<file path="config.mk">
export PLATFORM = sky130hd
export DESIGN_NAME = aer_stream_arbiter
export DESIGN_NICKNAME = d
export VERILOG_FILES = /design/src/rtl/aer_stream_arbiter_pkg.sv /design/src/rtl/aer_stream_arbiter_rr_arbiter.sv /design/src/rtl/aer_stream_arbiter.sv
export SDC_FILE = /design/constraint.sdc
export NUM_CORES = 1
export LEC_CHECK = 0
export BUFFER_PORTS_ARGS = -buffer_cell sky130_fd_sc_hd__buf_2
export CORE_ASPECT_RATIO = 0.9
export CORE_MARGIN = 8
export CORE_UTILIZATION = 40
export CTS_BUF_LIST = sky130_fd_sc_hd__clkbuf_4
export CTS_CLUSTER_SIZE = 14
export DETAILED_ROUTE_END_ITERATION = 16
export HOLD_SLACK_MARGIN = 0.03
export MAX_ROUTING_LAYER = met4
export PLACE_DENSITY_LB_ADDON = 0.3
export SYNTH_ARGS = -nofsm -noshare
export SYNTH_HDL_FRONTEND = slang
export SYNTH_SLANG_ARGS = --single-unit
</file>
<file path="constraint.sdc">
create_clock -name clk_i -period 5.15 [get_ports clk_i]
set_clock_uncertainty 0.2 [all_clocks]
set_input_delay 1.545 -clock clk_i [delete_from_list [all_inputs] [get_ports clk_i]]
set_output_delay 1.545 -clock clk_i [all_outputs]
set_load 0.005 [all_outputs]
</file>
<file path="src/rtl/aer_stream_arbiter_pkg.sv">
// Shared types and constants for the address-event stream arbiter.
// Packet layout, LSB first: polarity, timestamp, column (y), row (x).
package aer_stream_arbiter_pkg;

  localparam int DEF_ROWS  = 8;
  localparam int DEF_COLS  = 8;
  localparam int DEF_POL_W = 2;
  localparam int DEF_TS_W  = 16;
  localparam int DEF_DEPTH = 8;

  localparam int POL_ON_BIT  = 1;
  localparam int POL_OFF_BIT = 0;

  localparam int PKT_POL_OFF = 0;
  localparam int PKT_TS_OFF  = 1;

  typedef enum logic [1:0] {
    IDLE    = 2'd0,
    ROW_SEL = 2'd1,
    COL_SEL = 2'd2,
    EMIT    = 2'd3
  } state_t;

  function automatic int pkt_y_off(input int ts_w);
    return PKT_TS_OFF + ts_w;
  endfunction

  function automatic int pkt_x_off(input int ts_w, input int y_w);
    return pkt_y_off(ts_w) + y_w;
  endfunction

endpackage

</file>
<file path="src/rtl/aer_stream_arbiter_rr_arbiter.sv">
// Generic round-robin arbiter: combinational one-hot grant, search pointer
// moves to one past the winner when the caller consumes the grant.
module rr_arbiter
  import aer_stream_arbiter_pkg::*;
#(
  parameter int N  = 8,
  parameter int IW = (N > 1) ? $clog2(N) : 1
) (
  input  logic          clk_i,
  input  logic          reset_i,
  input  logic [N-1:0]  req_i,
  input  logic          advance_i,
  output logic [N-1:0]  gnt_o,
  output logic [IW-1:0] idx_o
);

  // ptr_q holds the first index to examine, i.e. last winner + 1.
  logic [IW-1:0] ptr_q, ptr_d;
  logic [IW-1:0] k_idx;
  logic          found;
  int            k;

  always_comb begin
    gnt_o = '0;
    idx_o = '0;
    found = 1'b0;
    k     = 0;
    k_idx = '0;
    for (int i = 0; i < N; i++) begin
      k = int'(ptr_q) + i;
      if (k >= N) k = k - N;
      k_idx = IW'(k);
      if (!found && req_i[k_idx]) begin
        found        = 1'b1;
        gnt_o[k_idx] = 1'b1;
        idx_o        = k_idx;
      end
    end
  end

  always_comb begin
    ptr_d = ptr_q;
    if (advance_i) begin
      ptr_d = (idx_o == IW'(N - 1)) ? '0 : idx_o + IW'(1);
    end
  end

  always_ff @(posedge clk_i or negedge reset_i) begin
    if (!reset_i) begin
      ptr_q <= '0;
    end else begin
      ptr_q <= ptr_d;
    end
  end

endmodule

</file>
<file path="src/rtl/aer_stream_arbiter.sv">
// Row-then-column round-robin address-event arbiter feeding a packet FIFO
// drained through a valid/ready stream, with prescaled timestamp.
module aer_stream_arbiter
  import aer_stream_arbiter_pkg::*;
#(
  parameter int ROWS        = DEF_ROWS,
  parameter int COLS        = DEF_COLS,
  parameter int POL_W       = DEF_POL_W,
  parameter int TS_W        = DEF_TS_W,
  parameter int TS_PRESCALE = 1,
  parameter int DEPTH       = DEF_DEPTH,
  parameter int X_W         = $clog2(ROWS),
  parameter int Y_W         = $clog2(COLS),
  parameter int PKT_W       = X_W + Y_W + TS_W + 1
) (
  input  logic                                 clk_i,
  input  logic                                 reset_i,
  input  logic                                 enable_i,
  input  logic                                 burst_mode_i,
  input  logic [ROWS-1:0][COLS-1:0][POL_W-1:0] req_i,
  output logic [ROWS-1:0][COLS-1:0]            gnt_o,
  output logic [PKT_W-1:0]                     m_data_o,
  output logic                                 m_valid_o,
  input  logic                                 m_ready_i,
  output logic [$clog2(DEPTH):0]               fifo_level_o,
  output logic                                 ts_wrap_o,
  output logic [15:0]                          stall_cnt_o
);

  localparam int AW    = $clog2(DEPTH);
  localparam int LW    = AW + 1;
  localparam int PS_W  = (TS_PRESCALE > 1) ? $clog2(TS_PRESCALE) : 1;
  localparam int Y_OFF = pkt_y_off(TS_W);
  localparam int X_OFF = pkt_x_off(TS_W, Y_W);

  state_t           state_q, state_d;
  logic [X_W-1:0]   x_lat_q, x_lat_d;
  logic [Y_W-1:0]   y_lat_q, y_lat_d;
  logic             pol_q, pol_d;
  logic [TS_W-1:0]  ts_lat_q, ts_lat_d;

  logic [ROWS-1:0]  row_act, row_gnt;
  logic [COLS-1:0]  col_act, col_gnt, col_on, y_onehot;
  logic [X_W-1:0]   row_idx;
  logic [Y_W-1:0]   col_idx;
  logic             row_any, col_any, row_adv, col_adv;

  logic [PKT_W-1:0] mem_q [DEPTH];
  logic [LW-1:0]    wptr_q, rptr_q, level;
  logic             full, pop, push, push_ok, stall;
  logic [PKT_W-1:0] pkt;

  logic [PS_W-1:0]  ps_q;
  logic [TS_W-1:0]  ts_q;
  logic             tick, wrap_q;
  logic [15:0]      stall_q;

  for (genvar gi = 0; gi < ROWS; gi++) begin : g_row_act
    assign row_act[gi] = |req_i[gi];
  end

  for (genvar gi = 0; gi < COLS; gi++) begin : g_col_act
    assign col_act[gi] = |req_i[x_lat_q][gi];
    assign col_on[gi]  = req_i[x_lat_q][gi][POL_ON_BIT];
  end

  rr_arbiter #(.N(ROWS)) u_row_rr (
    .clk_i     (clk_i),
    .reset_i   (reset_i),
    .req_i     (row_act),
    .advance_i (row_adv),
    .gnt_o     (row_gnt),
    .idx_o     (row_idx)
  );

  // The column pointer moves when the column is latched; EMIT always
  // completes, so this is equivalent to moving it on the acknowledge.
  rr_arbiter #(.N(COLS)) u_col_rr (
    .clk_i     (clk_i),
    .reset_i   (reset_i),
    .req_i     (col_act),
    .advance_i (col_adv),
    .gnt_o     (col_gnt),
    .idx_o     (col_idx)
  );

  assign row_any  = |row_gnt;
  assign col_any  = |col_gnt;
  assign y_onehot = COLS'(1) << y_lat_q;

  assign level     = wptr_q - rptr_q;
  assign full      = (level == LW'(DEPTH));
  assign m_valid_o = (level != '0);
  assign pop       = m_valid_o && m_ready_i;
  assign push_ok   = !full || pop;
  assign push      = (state_q == EMIT) && push_ok;
  assign stall     = (state_q == EMIT) && !push_ok;

  always_comb begin
    state_d  = state_q;
    x_lat_d  = x_lat_q;
    y_lat_d  = y_lat_q;
    pol_d    = pol_q;
    ts_lat_d = ts_lat_q;
    row_adv  = 1'b0;
    col_adv  = 1'b0;
    case (state_q)
      IDLE: begin
        if (enable_i && row_any) state_d = ROW_SEL;
      end
      ROW_SEL: begin
        if (!enable_i) begin
          state_d = IDLE;
        end else if (row_any) begin
          x_lat_d = row_idx;
          row_adv = 1'b1;
          state_d = COL_SEL;
        end else begin
          state_d = IDLE;
        end
      end
      COL_SEL: begin
        if (!enable_i) begin
          state_d = IDLE;
        end else if (!col_any) begin
          state_d = ROW_SEL;
        end else begin
          y_lat_d  = col_idx;
          pol_d    = |(col_gnt & col_on);
          ts_lat_d = ts_q;
          col_adv  = 1'b1;
          state_d  = EMIT;
        end
      end
      EMIT: begin
        if (push_ok) begin
          if (burst_mode_i && ((col_act & ~y_onehot) != '0)) state_d = COL_SEL;
          else if (enable_i && row_any)                      state_d = ROW_SEL;
          else                                               state_d = IDLE;
        end
      end
      default: state_d = IDLE;
    endcase
  end

  always_ff @(posedge clk_i or negedge reset_i) begin
    if (!reset_i) begin
      state_q  <= IDLE;
      x_lat_q  <= '0;
      y_lat_q  <= '0;
      pol_q    <= 1'b0;
      ts_lat_q <= '0;
    end else begin
      state_q  <= state_d;
      x_lat_q  <= x_lat_d;
      y_lat_q  <= y_lat_d;
      pol_q    <= pol_d;
      ts_lat_q <= ts_lat_d;
    end
  end

  for (genvar gi = 0; gi < ROWS; gi++) begin : g_gnt_row
    for (genvar gj = 0; gj < COLS; gj++) begin : g_gnt_col
      assign gnt_o[gi][gj] = push && (x_lat_q == X_W'(gi)) && (y_lat_q == Y_W'(gj));
    end
  end

  always_comb begin
    pkt                       = '0;
    pkt[X_OFF +: X_W]         = x_lat_q;
    pkt[Y_OFF +: Y_W]         = y_lat_q;
    pkt[PKT_TS_OFF +: TS_W]   = ts_lat_q;
    pkt[PKT_POL_OFF]          = pol_q;
  end

  // Storage carries no reset so it maps onto RAM; validity lives in the pointers.
  always_ff @(posedge clk_i) begin
    if (push) mem_q[wptr_q[AW-1:0]] <= pkt;
  end

  always_ff @(posedge clk_i or negedge reset_i) begin
    if (!reset_i) begin
      wptr_q <= '0;
      rptr_q <= '0;
    end else begin
      if (push) wptr_q <= wptr_q + LW'(1);
      if (pop)  rptr_q <= rptr_q + LW'(1);
    end
  end

  assign m_data_o     = m_valid_o ? mem_q[rptr_q[AW-1:0]] : '0;
  assign fifo_level_o = level;

  assign tick = (ps_q == PS_W'(TS_PRESCALE - 1));

  always_ff @(posedge clk_i or negedge reset_i) begin
    if (!reset_i) begin
      ps_q    <= '0;
      ts_q    <= '0;
      wrap_q  <= 1'b0;
      stall_q <= '0;
    end else begin
      ps_q   <= tick ? '0 : ps_q + PS_W'(1);
      wrap_q <= tick && (ts_q == '1);
      if (tick) ts_q <= ts_q + TS_W'(1);
      if (stall && (stall_q != 16'hFFFF)) stall_q <= stall_q + 16'd1;
    end
  end

  assign ts_wrap_o   = wrap_q;
  assign stall_cnt_o = stall_q;

endmodule

</file>
# Yosys cells after proc, flatten, opt, wreduce, memory -nomap -nowiden
# Memories as Yosys holds them, arrays and structs flattened.
# Cells that the tools add are included.
# W data, S select, Z words.
[word_totals]
input_bits = 133
ram_bits = 184
wordCells = 446
reg_bits = 73
memories = 1
[mem_list]
columns = ["name", "depth", "width", "read_ports", "rd_clocked_by_memory_dff", "wr", "line", "text"]
rows = [
  ["mem_q", 8, 23, 1, 0, 1, "aer_stream_arbiter.sv:48", "logic [PKT_W-1:0] mem_q [DEPTH];"],
]
[classes]
shift = 1
n_bitwise = 18
order_cmp = 49
n_reduce_logical = 153
n_eq_ne = 24
n_addsub = 38
mux = 149
[op_table]
columns = ["cell", "count"]
rows = [
  ["$mux W8", 16],
  ["$reduce_or A16 Y1", 8],
  ["$or A8 B8 Y8", 14],
  ["$logic_and A1 B1 Y1", 109],
  ["$mux W3", 34],
  ["$lt A3 B4 Y1 const B", 17],
  ["$ge A4 B4 Y1 const B", 14],
  ["$mux W1", 56],
  ["$bmux W1 S3", 16],
  ["$bmux W16 S3", 1],
  ["$demux W1 S3", 16],
  ["$ge A3 B1 Y1 const B", 16],
  ["$sub A3 B1 Y3 const B", 16],
  ["$add A16 B1 Y16 const B", 2],
  ["$add A3 B3 Y4 const B", 8],
  ["$eq A3 B3 Y1 const B", 10],
  ["$reduce_or A8 Y1", 3],
  ["$mux W23", 1],
  ["$add A3 B2 Y4 const B", 4],
  ["$and A8 B8 Y8", 2],
  ["$eq A16 B16 Y1 const B", 1],
  ["$logic_not A1 Y1", 16],
  ["$mux W16", 1],
  ["$ne A16 B16 Y1 const B", 1],
  ["25 further kinds", 50],
]

# Longest topological paths before layout
[logic_depth]
depth_word = 32
ltp_mapped = 18
depth_no_buf = 16

# Hierarchy
# Synthesis repeated with hierarchy kept, for this count alone.
[unflattened]
hier_cells = 1164
hier_area_um2 = 14849.2
[modules_own_cells]
columns = ["module", "n_inst", "cells_per_inst", "area_each_um2"]
rows = [
  ["aer_stream_arbiter", 1, 842, 11890.2],
  ["rr_arbiter at u_row_rr", 1, 178, 1716.6],
  ["rr_arbiter at u_col_rr", 1, 144, 1242.4],
]

# Worst setup path after synthesis
# OpenSTA, ideal clock, no wires.
[synth_timing]
path_type = "input-to-reg"
start = "in req_i[119] (netlist name)"
end = "reg ts_lat_q[13]"
setup_time_ns = 0.127
slack_ns = -0.492
arrival_time_ns = 5.315
stages = 13
required_ns = 4.823
n_path_buf = 1
path_cell_list = "mux4_2 > mux2_2 > or2_1 > mux4_2 > mux2_2 > nor4_4 > nand3_2 > mux2_2 > o311ai_2 > nor4_1 > a211oi_4 > buf_6 > mux2_1"
[synth_via]
elab_chain_cells = 29
word_cells_on_any_way = 57
cone_classes = "mux (33); bitwise (7); reduce/logical (17)"
[synth_lines]
columns = ["element", "line", "text"]
rows = [
  ["start, declared", "aer_stream_arbiter.sv:20", "input logic [ROWS-1:0][COLS-1:0][POL_W-1:0] req_i,"],
  ["$bmux W16 S3 *", "aer_stream_arbiter.sv:63", "assign col_act[gi] = |req_i[x_lat_q][gi];"],
  ["$mux W16 *", "-", ""],
  ["$reduce_or A2 Y1 *", "aer_stream_arbiter.sv:63", ""],
  ["$bmux W1 S3", "aer_stream_arbiter_rr_arbiter.sv:33", "if (!found && req_i[k_idx]) begin"],
  ["$mux W1 (not written as such)", "aer_stream_arbiter_rr_arbiter.sv:33", ""],
  ["$mux W1", "aer_stream_arbiter_rr_arbiter.sv:33", ""],
  ["$logic_not A1 Y1", "aer_stream_arbiter_rr_arbiter.sv:33", ""],
  ["$logic_and A1 B1 Y1", "aer_stream_arbiter_rr_arbiter.sv:33", ""],
  ["(+13 left out)", "-", ""],
  ["$logic_not A1 Y1", "aer_stream_arbiter_rr_arbiter.sv:33", ""],
  ["$logic_and A1 B1 Y1", "aer_stream_arbiter_rr_arbiter.sv:33", ""],
  ["$mux W1", "aer_stream_arbiter_rr_arbiter.sv:33", ""],
  ["$logic_not A1 Y1", "aer_stream_arbiter_rr_arbiter.sv:33", ""],
  ["$logic_and A1 B1 Y1", "aer_stream_arbiter_rr_arbiter.sv:33", ""],
  ["$mux W8 *", "aer_stream_arbiter_rr_arbiter.sv:33", ""],
  ["$reduce_or A8 Y1 *", "aer_stream_arbiter.sv:88", "assign col_any = |col_gnt;"],
  ["$reduce_and A3 Y1 (no source line) *", "-", ""],
  ["end signal, assigned", "aer_stream_arbiter.sv:158", "ts_lat_q <= ts_lat_d;"],
  ["end, declared", "aer_stream_arbiter.sv:40", "logic [TS_W-1:0] ts_lat_q, ts_lat_d;"],
]
# Mark *: on every way between the ends. The rest lies on a longest branch, timed or not. The select of a mux whose other input is x is not followed.
# A chain may end at the register's enable or synchronous reset.

# Worst setup path after layout
[layout_timing]
start = "in req_i[118] (netlist name)"
end = "reg ts_lat_q[10]"
# The elaborated chain is that of the path after synthesis.

==> impl_metrics.tcl <==
set metrics [dict create \
    clockRootBuffer "clkbuf_4" \
    viasPerCell 5.52 \
    cap_violations 0 \
    start_util 0.405 \
    grt_use_total 0.218 \
    final_nets 1779 \
    async_flop_share 0.281 \
    violations "negative setup slack" \
    hold_class "register to register" \
    route.antenna.remaining_nets 0 \
    dp_cells 2023 \
    grt_overflow 0 \
    gp_congestion 0.932 \
    pin_count 242 \
    drive_gt1_frac 0.457 \
    dieArea_um2 41700 \
    fp.dieW_um 214 \
    dpl.hpwl_um 33300 \
    synth_cells 1127 \
    clock_sinks 256 \
    synth_commonest_cells "184 x edfxtp_1, 113 x nand2_1, 110 x nor2_1, 91 x mux4_2, 72 x dfrtp_1" \
    finalCritPeriodShare 1.01 \
    coreArea_um2 35000 \
    vias 11800 \
    synth_flop_cell "edfxtp_1" \
    yosys.area.top_type_share 0.390 \
    synth_simple_gate_area_share 0.139 \
    fin_hold_ws_ps 285 \
    grt_max_degree 73 \
    n_fill_cell 3062 \
    grt_pass1_wl_um 70600 \
    syn_to_final_growth_pct 32.6 \
    drt_iter0_markers 808 \
    worst-endpoint-required_ps 5500 \
    syn_nets 1284 \
    portBuffers 241 \
    synth_area_um2 14200 \
    finalWorstSetupSlack_ps -64.6 \
    core.rowCount 65 \
    synth-seq-area-share 0.517 \
    p_leak_nw 7.91 \
    cts-htree-levels 2 \
    clkTransAtPathRegs_ps 60 \
    drc 0 \
    detail_route.wl_per_cell_um 21.1 \
    tightest_slew_ps 983 \
    max_freq_ghz 0.192 \
    antenna_found_initial 2 \
    synth.distinct_cells 82 \
    path_class "input port to register" \
    endpoint_kind "register" \
    synth-edff-count 184 \
    grt_setup_unrepaired "yes" \
    tns_ps -656 \
    ctsHoldBuffers 0 \
    layout.area.seq_um2 7330 \
    clock_path_buffers 3 \
    synth-xor-area-share 0.0266 \
    synth.area.mux_share 0.194 \
    yosys.area.top_type "edfxtp_1" \
    holdPathStages 1 \
    synth_top_family_by_area "multiplexers" \
    cts_buffers 60 \
    synth-compound-area-share 0.0754 \
    grt_pass1_vias 12500 \
    crit_path_max_fanout 6 \
    synth.most_common_cell "edfxtp_1" \
    tritoncts "yes" \
    fin_crit_ps 5210 \
    die_h_um 195 \
    multi_input_area_um2 6740 \
    finalNonFillerCells 2141 \
    drtPass1Iterations 5 \
    status "complete, but fails checks" \
    worst-r2r-cell-count 17 \
    power_density_nw_per_um2 574 \
    drv_slew 0 \
    worst_ep_arrival_time_ps 5560 \
    yosys_warnings 0 \
    max_slew_margin 0.345 \
    drt-total-wl_um 45200 \
    startpoint_type "input port" \
    synth.avg_cell_area_um2 12.6 \
    setup_viol 18 \
    fin_util 0.537 \
    synth_seq_cells 256 \
    synth-adder-area-share 0.0217 \
    hold_viol 0 \
    synth_area_leaders "edfxtp_1 39%, mux4_2 14%, dfrtp_1 13%" \
    ir_drop_mv 0.315 \
    insertion_delay_ps 720 \
]
## cell families (layout without fill, tap and decap cells)
group	count (synthesis)	in the layout
other	0	2
XOR/XNOR	43	43
buffers and inverters	89	632
adder cells (fa/ha/maj)	24	24
multiplexers	156	156
AO/OA/AOI/OAI	152	152
flip-flops	256	256
AND/OR/NAND/NOR	407	407
## repair_timing
action | in CTS | in global routing
buffers inserted | 0 | 4
pin swaps | 0 | 4
gates resized for setup | 2 | 47
endpoints found under the setup margin | 64 | 88
gates cloned | 0 | 3
## sequential cells by signal, summed over array words and instances, names as in the netlist, 2 cells and up
name / flops
y_lat_q: 3
rptr_q: 4
u_row_rr.ptr_q: 3
stall_cnt_o: 16
x_lat_q: 3
mem_q: 184
wptr_q: 4
u_col_rr.ptr_q: 3
ts_q: 16
state_q: 2
ts_lat_q: 16
## worst max-delay path: stages
cell and delay [ps]:
buf_2 100, mux4_2 490, mux2_4 290, or2_1 250, mux4_2 490, mux2_4 300, nor4_4 290, buf_4 200
nand3_4 80, mux2_4 300, o311ai_4 270, nor4_4 90, a211oi_4 210, buf_6 170, clkbuf_16 160, mux2_1 320
## cells in the final DEF (no fill, tap or decap), drive strengths merged, types with 7 or more instances in the layout
master	instances
mux2i	24
xor2	15
nor4	41
and3	13
nand4	27
and2	11
nand3	46
o21ai	18
mux2	41
inv	28
mux4	91
o31ai	7
xnor2	28
edfxtp	184
dfrtp	72
clkbuf	96
ha	23
a21oi	43
nor2	110
nand2	113
buf	491
nor3	17
clkinv	16
## power by group
| group | switching, W | internal, W | leakage [nW] |
|---|---|---|---|
| logic | 0.00341 | 0.00302 | 4.75 |
| registers | 0.000295 | 0.00246 | 2.70 |
| clock network | 0.000777 | 0.000829 | 0.462 |
| total | 0.00448 | 0.00631 | 7.91 |
## metal layers
metal / up-vias / GRT usage / routed length (µm)
met3: 79 / 0.0450 / 2990
met4: 0 / 0.0705 / 1220
met1: 5843 / 0.284 / 19600
met2: 469 / 0.339 / 21300
met5: - / - / 0
li1: 5423 / - / -
## per-stage QoR
stage | cell area, µm² | power [W] | worst slack [ps]
final | 18800 | 0.0108 | -64.6
after global routing | 18800 | 0.0115 | -122
after CTS | 18500 | 0.0106 | 8.90
after detailed placement | 17700 | 0.00900 | -726
after global placement | 17700 | 0.00898 | -655
after floorplan | 14200 | 0.00624 | -457
## cell type report
cell class / instances / area share
inverters: 29 / 0.00579
multi-input cells: 782 / 0.358
flip-flops and latches: 256 / 0.390
diodes: 2 / 0.000266
clock buffers: 94 / 0.0376
repair buffers: 493 / 0.173
well taps: 469 / 0.0312
clock inverters: 16 / 0.00366
## worst paths after layout
kind | start | end | slack (ps)
max | req_i[118] | ts_lat_q[10] | -60
min | wptr_q[3] | wptr_q[3] | 280
max reg2reg | x_lat_q[1] | ts_lat_q[10] | 50
min reg2reg | wptr_q[3] | wptr_q[3] | 280
max in group asynchronous | reset_i | x_lat_q[1] | 3250
min in group asynchronous | reset_i | y_lat_q[1] | 810
(Power assumes the default switching activity.)
